===== config.mk =====
export PLATFORM = sky130hd
export DESIGN_NAME = input_conditioner
export DESIGN_NICKNAME = d
export VERILOG_FILES = /design/src/rtl/input_conditioner.sv
export SDC_FILE = /design/constraint.sdc
export NUM_CORES = 1
export LEC_CHECK = 0
export ABC_AREA = 1
export CORE_UTILIZATION = 41
export CTS_BUF_LIST = sky130_fd_sc_hd__clkbuf_16
export DETAILED_ROUTE_END_ITERATION = 7
export SLEW_MARGIN = 20
export SYNTH_ARGS = -nofsm -noshare
export SYNTH_HDL_FRONTEND = slang
export SYNTH_SLANG_ARGS = --single-unit

===== constraint.sdc =====
create_clock -name CLK -period 7.2 [get_ports CLK]
set_input_delay 1.44 -clock CLK [delete_from_list [all_inputs] [get_ports CLK]]
set_output_delay 1.44 -clock CLK [all_outputs]
set_load 0.05 [all_outputs]

===== src/rtl/input_conditioner.sv =====
// Synchronizes and debounces WIDTH asynchronous input pins against a TICK time base,
// producing registered levels plus one-cycle rise/fall pulses and a combined change strobe.
module input_conditioner #(
  parameter int unsigned         WIDTH          = 4,
  parameter int unsigned         DEBOUNCE_TICKS = 5000,
  parameter logic [WIDTH-1:0]    RESET_VAL      = '0
) (
  input  logic             CLK,
  input  logic             RST,
  input  logic             TICK,
  input  logic [WIDTH-1:0] RAW_IN,
  output logic [WIDTH-1:0] OUT_LEVEL,
  output logic [WIDTH-1:0] OUT_RISE,
  output logic [WIDTH-1:0] OUT_FALL,
  output logic             OUT_CHANGED
);

  localparam int unsigned   CW       = (DEBOUNCE_TICKS > 1) ? $clog2(DEBOUNCE_TICKS) : 1;
  localparam logic [CW-1:0] CNT_LAST = CW'(DEBOUNCE_TICKS - 1);

  typedef enum logic {
    ST_STABLE,
    ST_PENDING
  } ch_state_e;

  logic [WIDTH-1:0] sync1_q, sync1_d;
  logic [WIDTH-1:0] sync2_q, sync2_d;
  logic [WIDTH-1:0] stable_q, stable_d;
  logic [WIDTH-1:0] rise_q, rise_d;
  logic [WIDTH-1:0] fall_q, fall_d;
  logic             changed_q, changed_d;
  logic [CW-1:0]    cnt_q [WIDTH];
  logic [CW-1:0]    cnt_d [WIDTH];

  always_comb begin
    ch_state_e st;
    sync1_d  = RAW_IN;
    sync2_d  = sync1_q;
    stable_d = stable_q;
    rise_d   = '0;
    fall_d   = '0;
    for (int unsigned i = 0; i < WIDTH; i++) begin
      cnt_d[i] = '0;
      st = (sync2_q[i] == stable_q[i]) ? ST_STABLE : ST_PENDING;
      case (st)
        ST_STABLE: cnt_d[i] = '0;
        ST_PENDING: begin
          if (!TICK) begin
            cnt_d[i] = cnt_q[i];
          end else if (cnt_q[i] == CNT_LAST) begin
            // Acceptance clears the counter, so it can never pass CNT_LAST.
            stable_d[i] = sync2_q[i];
            rise_d[i]   = sync2_q[i];
            fall_d[i]   = ~sync2_q[i];
            cnt_d[i]    = '0;
          end else begin
            cnt_d[i] = cnt_q[i] + CW'(1);
          end
        end
        default: cnt_d[i] = '0;
      endcase
    end
    changed_d = |(rise_d | fall_d);
  end

  always_ff @(posedge CLK or posedge RST) begin
    if (RST) begin
      sync1_q   <= RESET_VAL;
      sync2_q   <= RESET_VAL;
      stable_q  <= RESET_VAL;
      rise_q    <= '0;
      fall_q    <= '0;
      changed_q <= 1'b0;
      for (int unsigned i = 0; i < WIDTH; i++) begin
        cnt_q[i] <= '0;
      end
    end else begin
      sync1_q   <= sync1_d;
      sync2_q   <= sync2_d;
      stable_q  <= stable_d;
      rise_q    <= rise_d;
      fall_q    <= fall_d;
      changed_q <= changed_d;
      for (int unsigned i = 0; i < WIDTH; i++) begin
        cnt_q[i] <= cnt_d[i];
      end
    end
  end

  assign OUT_LEVEL   = stable_q;
  assign OUT_RISE    = rise_q;
  assign OUT_FALL    = fall_q;
  assign OUT_CHANGED = changed_q;

endmodule


==> Implementation_results.wiki, run 1 <==
{| class="wikitable"
! Metric !! Value
|-
| Worst setup SP type || flop
|-
| Total of fill cells in the finished design || 917
|-
| Total congestion overflow after global routing || 0
|-
| Post-detail-place hpwl || 5810 um
|-
| Detailed-route wire length || 8240 um
|-
| Source of the critical timing path || OUT_LEVEL[2]
|-
| Core region area || 0.00937 mm^2
|-
| Number of detailed-routing iterations run before antenna repair || 4
|-
| Clock latency at the later pin of the worst-skew pair || 0.33 ns
|-
| Beginning of the worst register-to-register path || cnt_q[0]
|-
| Yosys Warn Count || 0
|-
| Setup Skew || 0.00824 ns
|-
| Critical path's largest stage delay || 0.84 ns
|-
| Worst min-delay path class || flop to flop
|-
| Crit path required time || 5.76 ns
|-
| TritonCTS clock tree || done
|-
| Leakage || 2.12 nW
|-
| Cell area power density || 196 mW/mm^2
|-
| Logic depth of the worst setup path including buffers || 1
|-
| Setup slack of the most critical reg-to-reg path || 5.70 ns
|-
| Slowest cell on the critical path || clkdlybuf4s50_1
|-
| Sequential share of the synthesized area || 0.454
|-
| Total of buffers placed on input and output ports || 19
|-
| Crit Reg-Reg Endpoint || cnt_q[12]
|-
| P&R area growth vs syn || 15.4%
|-
| Antenna violations before repair || 0
|-
| Post-CTS setup buffer count || 0
|-
| # nets final || 567
|-
| Normalized max-slew margin || 0.383
|-
| Hold buffer count at cts || 0
|-
| Floorplan die width || 101 um
|-
| Initial core utilization || 0.429
|-
| Sort of element at the end of the critical path || primary output
|-
| Total vias in the final route || 3292
|-
| Critical path class || flop to primary output
|-
| H-Tree Level Count || 3
|-
| Slew at the pin with the worst max-slew slack || 0.925 ns
|-
| Worst-case reg-to-reg path depth || 8
|-
| Critical-path cell list || clkdlybuf4s50_1
|-
| Number of buffers on the longest clock path || 2
|-
| Synth top area cells || dfrtp_1, nand2_1, nand3_1
|-
| Post-detailed-route DRC marker count || 0
|-
| Ratio of cells with drive above 1 in the final layout || 0.0963
|-
| RSZ-0062 raised after global routing || false
|-
| Cell family with most CP delay || buffers and inverters
|-
| Vias in the first global route || 3114
|-
| Maximum number of pins on one net before global-route repair || 74
|-
| Antenna cells || 0
|-
| Via count normalized by instance count || 4.77
|-
| Data arrival time of the critical path || 1.61 ns
|-
| Worst setup endpoint || OUT_LEVEL[2]
|-
| Max FO, Critical Path || 4
|-
| Number of sinks handled by clock tree synthesis || 73
|-
| Setup Slack @ Placement || 4.11 ns
|-
| Post-synth top area share || 0.454
|-
| Root buffer cell || clkbuf_16
|-
| Max-cap violation count || 0
|-
| Clk slew on worst S/H paths || 0.06 ns
|-
| Total routing resource utilization after global routing || 0.180
|-
| Chip height || 101 um
|-
| Finish-stage setup viols || 0
|-
| Inserted Clock Buffers || 9
|-
| Global-route wire length before repair || 14400 um
|-
| Worst ir drop on vdd || 0.114 mV
|-
| Fmax achieved || 0.328 GHz
|-
| Cell taking the most area after synthesis || dfrtp_1
|-
| Worst setup slack after layout || 4.15 ns
|-
| Count of boundary I/O pins || 20
|-
| Final RePlAce weighted congestion || 0.852
|-
| Setup TNS || 0 ns
|-
| Share of the clock period used by the worst path after layout || 0.424
|-
| Total number of placement rows || 35
|-
| Final core utilization || 0.495
|-
| Netlist cell types || 30
|-
| Cell Area, Synth || 0.00402 mm^2
|-
| Routed Antenna Nets || 0
|-
| Min Clock Period, post-route || 3.05 ns
|-
| Hold Vio Cnt, Final || 0
|-
| Routed len/inst || 11.9 um
|-
| DIE AREA || 0.0102 mm^2
|-
| Gate count of the mapped netlist || 529
|-
| Hold_sp || sync1_q[3]
|-
| Worst hold path cell count || 0
|-
| Count of routing violations after the opening detailed-route iteration || 116
|-
| Post-Syn Area per Cell || 7.61 um^2
|-
| Final max-slew violation count || 0
|-
| Resize count post-CTS || 0
|-
| Outcome || finished clean
|-
| Number of buffers and inverters on the critical path || 1
|-
| Flops & latches, synth || 73
|-
| Number of nets in the synthesized netlist || 540
|}
synth_stat cells, drive strengths merged:
| cell type | count |
|---|---|
| dfrtp | 73 |
| nor3 | 5 |
| a21oi | 4 |
| nand3 | 49 |
| nor2 | 76 |
| and2 | 3 |
| o21bai | 4 |
| buf | 4 |
| ha | 4 |
| nand3b | 1 |
| o21ai | 15 |
| or2 | 2 |
| a21o | 1 |
| inv | 66 |
| nand4 | 12 |
| xnor2 | 3 |
| xor2 | 17 |
| nand2 | 175 |
| o22ai | 15 |
cell usage in the layout, fill, tap and decap left out, drive strengths merged:
master	count
clkinv	4
o21ai	15
nor2	76
o21bai	4
clkinvlp	2
clkdlybuf4s50	19
nor3	5
inv	66
dfrtp	73
xor2	17
clkbuf	9
xnor2	3
nand3b	1
nand4	12
buf	1
or2	2
bufinv	1
and2	3
nand3	49
nand2	175
o22ai	15
a21oi	4
a21o	1
ha	4
stage by stage:
stage	total power, mW	area, um^2	instances	hold WS, ns
floorplan	0.469	4020	529	0.331
CTS	0.920	4640	690	0.349
detailed placement	0.484	4360	674	0.335
global route	0.947	4640	690	0.350
finish	0.909	4640	690	0.347
global placement	0.484	4360	674	0.333
report_power, final:
| part | leakage, nW | internal [mW] | switching (mW) |
|---|---|---|---|
| combinational | 0.998 | 0.0150 | 0.0350 |
| sequential | 0.985 | 0.418 | 0.00758 |
| clock | 0.134 | 0.264 | 0.169 |
| total | 2.12 | 0.697 | 0.211 |
state kept, by name (all words and copies together) (netlist names):
signal       flops
OUT_CHANGED      1
OUT_FALL         4
OUT_LEVEL        4
OUT_RISE         4
cnt_q           52
sync1_q          4
sync2_q          4
cell families (layout without fill, tap and decap cells):
family | after synthesis | after routing | share of synthesized area
buffers and inverters | 70 | 102 | 0.0690
DFF | 73 | 73 | 0.454
xor gates and xnor gates | 20 | 20 | 0.0435
adders and majority gates | 4 | 4 | 0.0124
AOI/OAI and AO/OA | 39 | 39 | 0.0572
and+or+nand+nor | 323 | 323 | 0.364
routing by layer:
layer	track usage	wire [um]	vias up	part of all wire
met1	0.241	4030	1514	0.49
met3	0.0409	295	7	0.036
met2	0.287	3820	46	0.46
met4	0.0613	89	0	0.011
li1	-	-	1725	-
met5	0	0	-	0
worst min-delay path by stage:
stage                 end  slack [ns]
3_3_place_gp   sync2_q[3]        0.33
3_5_place_dp   sync2_q[3]        0.33
4_1_cts        sync2_q[3]        0.35
2_1_floorplan  sync2_q[0]        0.33
5_1_grt        sync2_q[3]        0.35
6_report       sync2_q[3]        0.35
final cells by class:
cell class | count | area [um^2] | share of cell area
multi-input cells | 386 | 1920 | 0.413
well taps | 129 | 161 | 0.0348
inverters | 66 | 250 | 0.0539
repair buffers | 20 | 198 | 0.0426
clock inverters | 7 | 61.3 | 0.0132
clock buffers | 9 | 225 | 0.0485
flip-flops and latches | 73 | 1830 | 0.394
Power figures use the tool's default switching activity.
==> inputs of run 2 (changes only) <==
==> constraint.sdc (replaced) <==
create_clock -name CLK -period 2.5 [get_ports CLK]
set_input_delay 0.5 -clock CLK [delete_from_list [all_inputs] [get_ports CLK]]
set_output_delay 0.5 -clock CLK [all_outputs]
set_load 0.05 [all_outputs]
==> run 2 against run 1 <==
Register-to-register slack lost 4.7 ns. Cell count increased by 0.14%. Utilization is 0.57 points higher. Combinational power rose to 2.9 times the previous value. Sequential share of layout area down 0.45 points. Worst hold slack improved by 0.00055 ns. Global-route usage is 0.076 points higher. Die area unchanged. Non-clock buffer count up 1. Routed wire length down 0.51%. Total power rose to 3.0 times the previous value. Clock-buffer cell count stayed put.
==> Implementation_results.wiki, run 2 (synthesis results as in run 1) <==
{| class="wikitable"
! Metric !! Value
|-
| Crit path required time || 2.00 ns (-3.76 ns)
|-
| # nets final || 568 (+0.18%)
|-
| Number of detailed-routing iterations run before antenna repair || 5 (+1)
|-
| Antenna cells || 0 (unchanged)
|-
| Detailed-route wire length || 8200 um (-0.51%)
|-
| Beginning of the worst register-to-register path || cnt_q[26]
|-
| Global-route wire length before repair || 14400 um (about the same)
|-
| Most frequent standard cell in the layout excluding fill and tap cells || nand2_1
|-
| Leakage || 2.15 nW (+1.5%)
|-
| Max-cap violation count || 0 (unchanged)
|-
| Inserted Clock Buffers || 9 (unchanged)
|-
| Logic depth of the worst setup path including buffers || 1 (unchanged)
|-
| Final RePlAce weighted congestion || 0.844 (-0.85%)
|-
| Flip-flop count of the largest register after layout || 52 (unchanged)
|-
| Hold buffer count at cts || 0 (unchanged)
|-
| Worst min-delay path class || flop to flop
|-
| Cell Area, Placed || 0.00438 mm^2 (+0.46%)
|-
| Setup TNS || 0 ns (unchanged)
|-
| Cell family with most CP delay || buffers and inverters
|-
| TritonCTS clock tree || done
|-
| Slowest cell on the critical path || clkdlybuf4s50_1
|-
| Number of buffers on the longest clock path || 2 (unchanged)
|-
| Routed Antenna Nets || 0 (unchanged)
|-
| Fmax achieved || 0.477 GHz
|-
| Sort of element at the end of the critical path || primary output
|-
| Normalized max-slew margin || 0.662 (+0.278)
|-
| Post-detail-place hpwl || 5980 um (+2.9%)
|-
| Non-filler instance count after layout || 691 (+0.14%)
|-
| Chip height || 101 um (unchanged)
|-
| Clk slew on worst S/H paths || 0.06 ns (about the same)
|-
| Count of boundary I/O pins || 20 (unchanged)
|-
| Worst setup endpoint || OUT_LEVEL[2]
|-
| Total of fill cells in the finished design || 907 (-1.1%)
|-
| Core region area || 0.00937 mm^2 (unchanged)
|-
| Source of the critical timing path || OUT_LEVEL[2]
|-
| RSZ-0062 raised after global routing || false
|-
| Total congestion overflow after global routing || 0 (unchanged)
|-
| Final max-slew violation count || 0 (unchanged)
|-
| Ratio of cells with drive above 1 in the final layout || 0.103 (+0.00695)
|-
| Vias in the first global route || 3167 (+1.7%)
|-
| Total routing resource utilization after global routing || 0.181 (+0.000760)
|-
| Resize count post-CTS || 0 (unchanged)
|-
| Min Clock Period, post-route || 2.09 ns
|-
| Maximum number of pins on one net before global-route repair || 65 (-12%)
|-
| P&R area growth vs syn || 16.7%
|-
| Hold Vio Cnt, Final || 0 (unchanged)
|-
| Routed len/inst || 11.9 um (-0.65%)
|-
| Setup slack of the most critical reg-to-reg path || 1.00 ns (-4.70 ns)
|-
| Max FO, Critical Path || 4 (unchanged)
|-
| Share of the clock period used by the worst path after layout || 0.838
|-
| Final hold slack || 0.347 ns (+0.000545 ns)
|-
| Worst-case reg-to-reg path depth || 8 (unchanged)
|-
| Count of routing violations after the opening detailed-route iteration || 129 (+11%)
|-
| Outcome || finished clean
|-
| Number of sinks handled by clock tree synthesis || 73 (unchanged)
|-
| Total of buffers placed on input and output ports || 19 (unchanged)
|-
| Initial core utilization || 0.429 (unchanged)
|-
| Root buffer cell || clkbuf_16
|-
| Critical path class || flop to primary output
|-
| H-Tree Level Count || 3 (unchanged)
|-
| Post-route cell area || 0.00470 mm^2 (+1.2%)
|-
| Critical-path cell list || clkdlybuf4s50_1
|-
| Setup Slack @ Placement || 0.600 ns (-3.51 ns)
|-
| Setup Skew || 0.00445 ns (-0.00379 ns)
|-
| Most used cells in the layout excluding fill and tap cells || nand2_1, dfrtp_1, inv_1, nor2_1, nand3_1
|-
| DIE AREA || 0.0102 mm^2 (unchanged)
|-
| Data arrival time of the critical path || 1.59 ns (-0.02 ns)
|-
| Worst setup slack after layout || 0.405 ns (-3.74 ns)
|-
| Worst setup SP type || flop
|-
| Worst ir drop on vdd || 0.324 mV (+190%)
|-
| Post-detailed-route DRC marker count || 0 (unchanged)
|-
| Finish-stage setup viols || 0 (unchanged)
|-
| Number of buffers and inverters on the critical path || 1 (unchanged)
|-
| Floorplan die width || 101 um (unchanged)
|-
| Via count normalized by instance count || 4.79 (+0.43%)
|-
| Cells after DPL || 675 (+0.15%)
|-
| Cell area power density || 587 mW/mm^2 (+200%)
|-
| Slew at the pin with the worst max-slew slack || 0.506 ns (-0.419 ns)
|-
| Largest register by flop count || cnt_q
|-
| Clock latency at the later pin of the worst-skew pair || 0.34 ns (about the same)
|-
| Critical path's largest stage delay || 0.84 ns (about the same)
|-
| Antenna violations before repair || 0 (unchanged)
|-
| Total vias in the final route || 3311 (+0.58%)
|-
| Post-CTS setup buffer count || 0 (unchanged)
|-
| Total number of placement rows || 35 (unchanged)
|-
| Crit Reg-Reg Endpoint || cnt_q[36]
|}
[run 2: layout make-up]
cell class / count / area (um^2) / share of cell area
well taps: 129 / 161 / 0.0344
clock inverters: 7 / 95.1 / 0.0203
inverters: 66 / 250 / 0.0533
clock buffers: 9 / 225 / 0.0480
repair buffers: 21 / 218 / 0.0464
multi-input cells: 386 / 1920 / 0.409
flip-flops and latches: 73 / 1830 / 0.389
[run 2: how the worst min path moves through the flow]
stage                    start         end  slack, ns  depth (start not counted)
finish              sync1_q[0]  sync2_q[0]       0.35                          0
global route        sync1_q[0]  sync2_q[0]       0.36                          0
CTS                 sync1_q[0]  sync2_q[0]       0.35                          0
detailed placement  sync1_q[3]  sync2_q[3]       0.34                          0
global placement    sync1_q[2]  sync2_q[2]       0.33                          0
floorplan           sync1_q[0]  sync2_q[0]       0.33                          0
[run 2: metrics by stage]
| step | power [mW] | util |
|---|---|---|
| floorplan | 1.35 | - |
| global placement | 1.40 | 0.467 |
| detailed placement | 1.40 | 0.467 |
| CTS | 2.79 | 0.501 |
| global route | 2.87 | 0.501 |
| finish | 2.76 | 0.501 |
[run 2: power breakdown]
group	internal [mW]	switching, mW
Sequential	1.20	0.0215
Clock	0.873	0.510
Combinational	0.0467	0.100
Total	2.12	0.632
[run 2: metal layers]
| metal | GRT usage | vias to the layer above | part of all wire |
|---|---|---|---|
| li1 | - | 1732 | - |
| met1 | 0.233 | 1541 | 0.48 |
| met2 | 0.299 | 34 | 0.48 |
| met3 | 0.0423 | 4 | 0.028 |
| met4 | 0.0602 | 0 | 0.0098 |
| met5 | 0 | - | 0 |
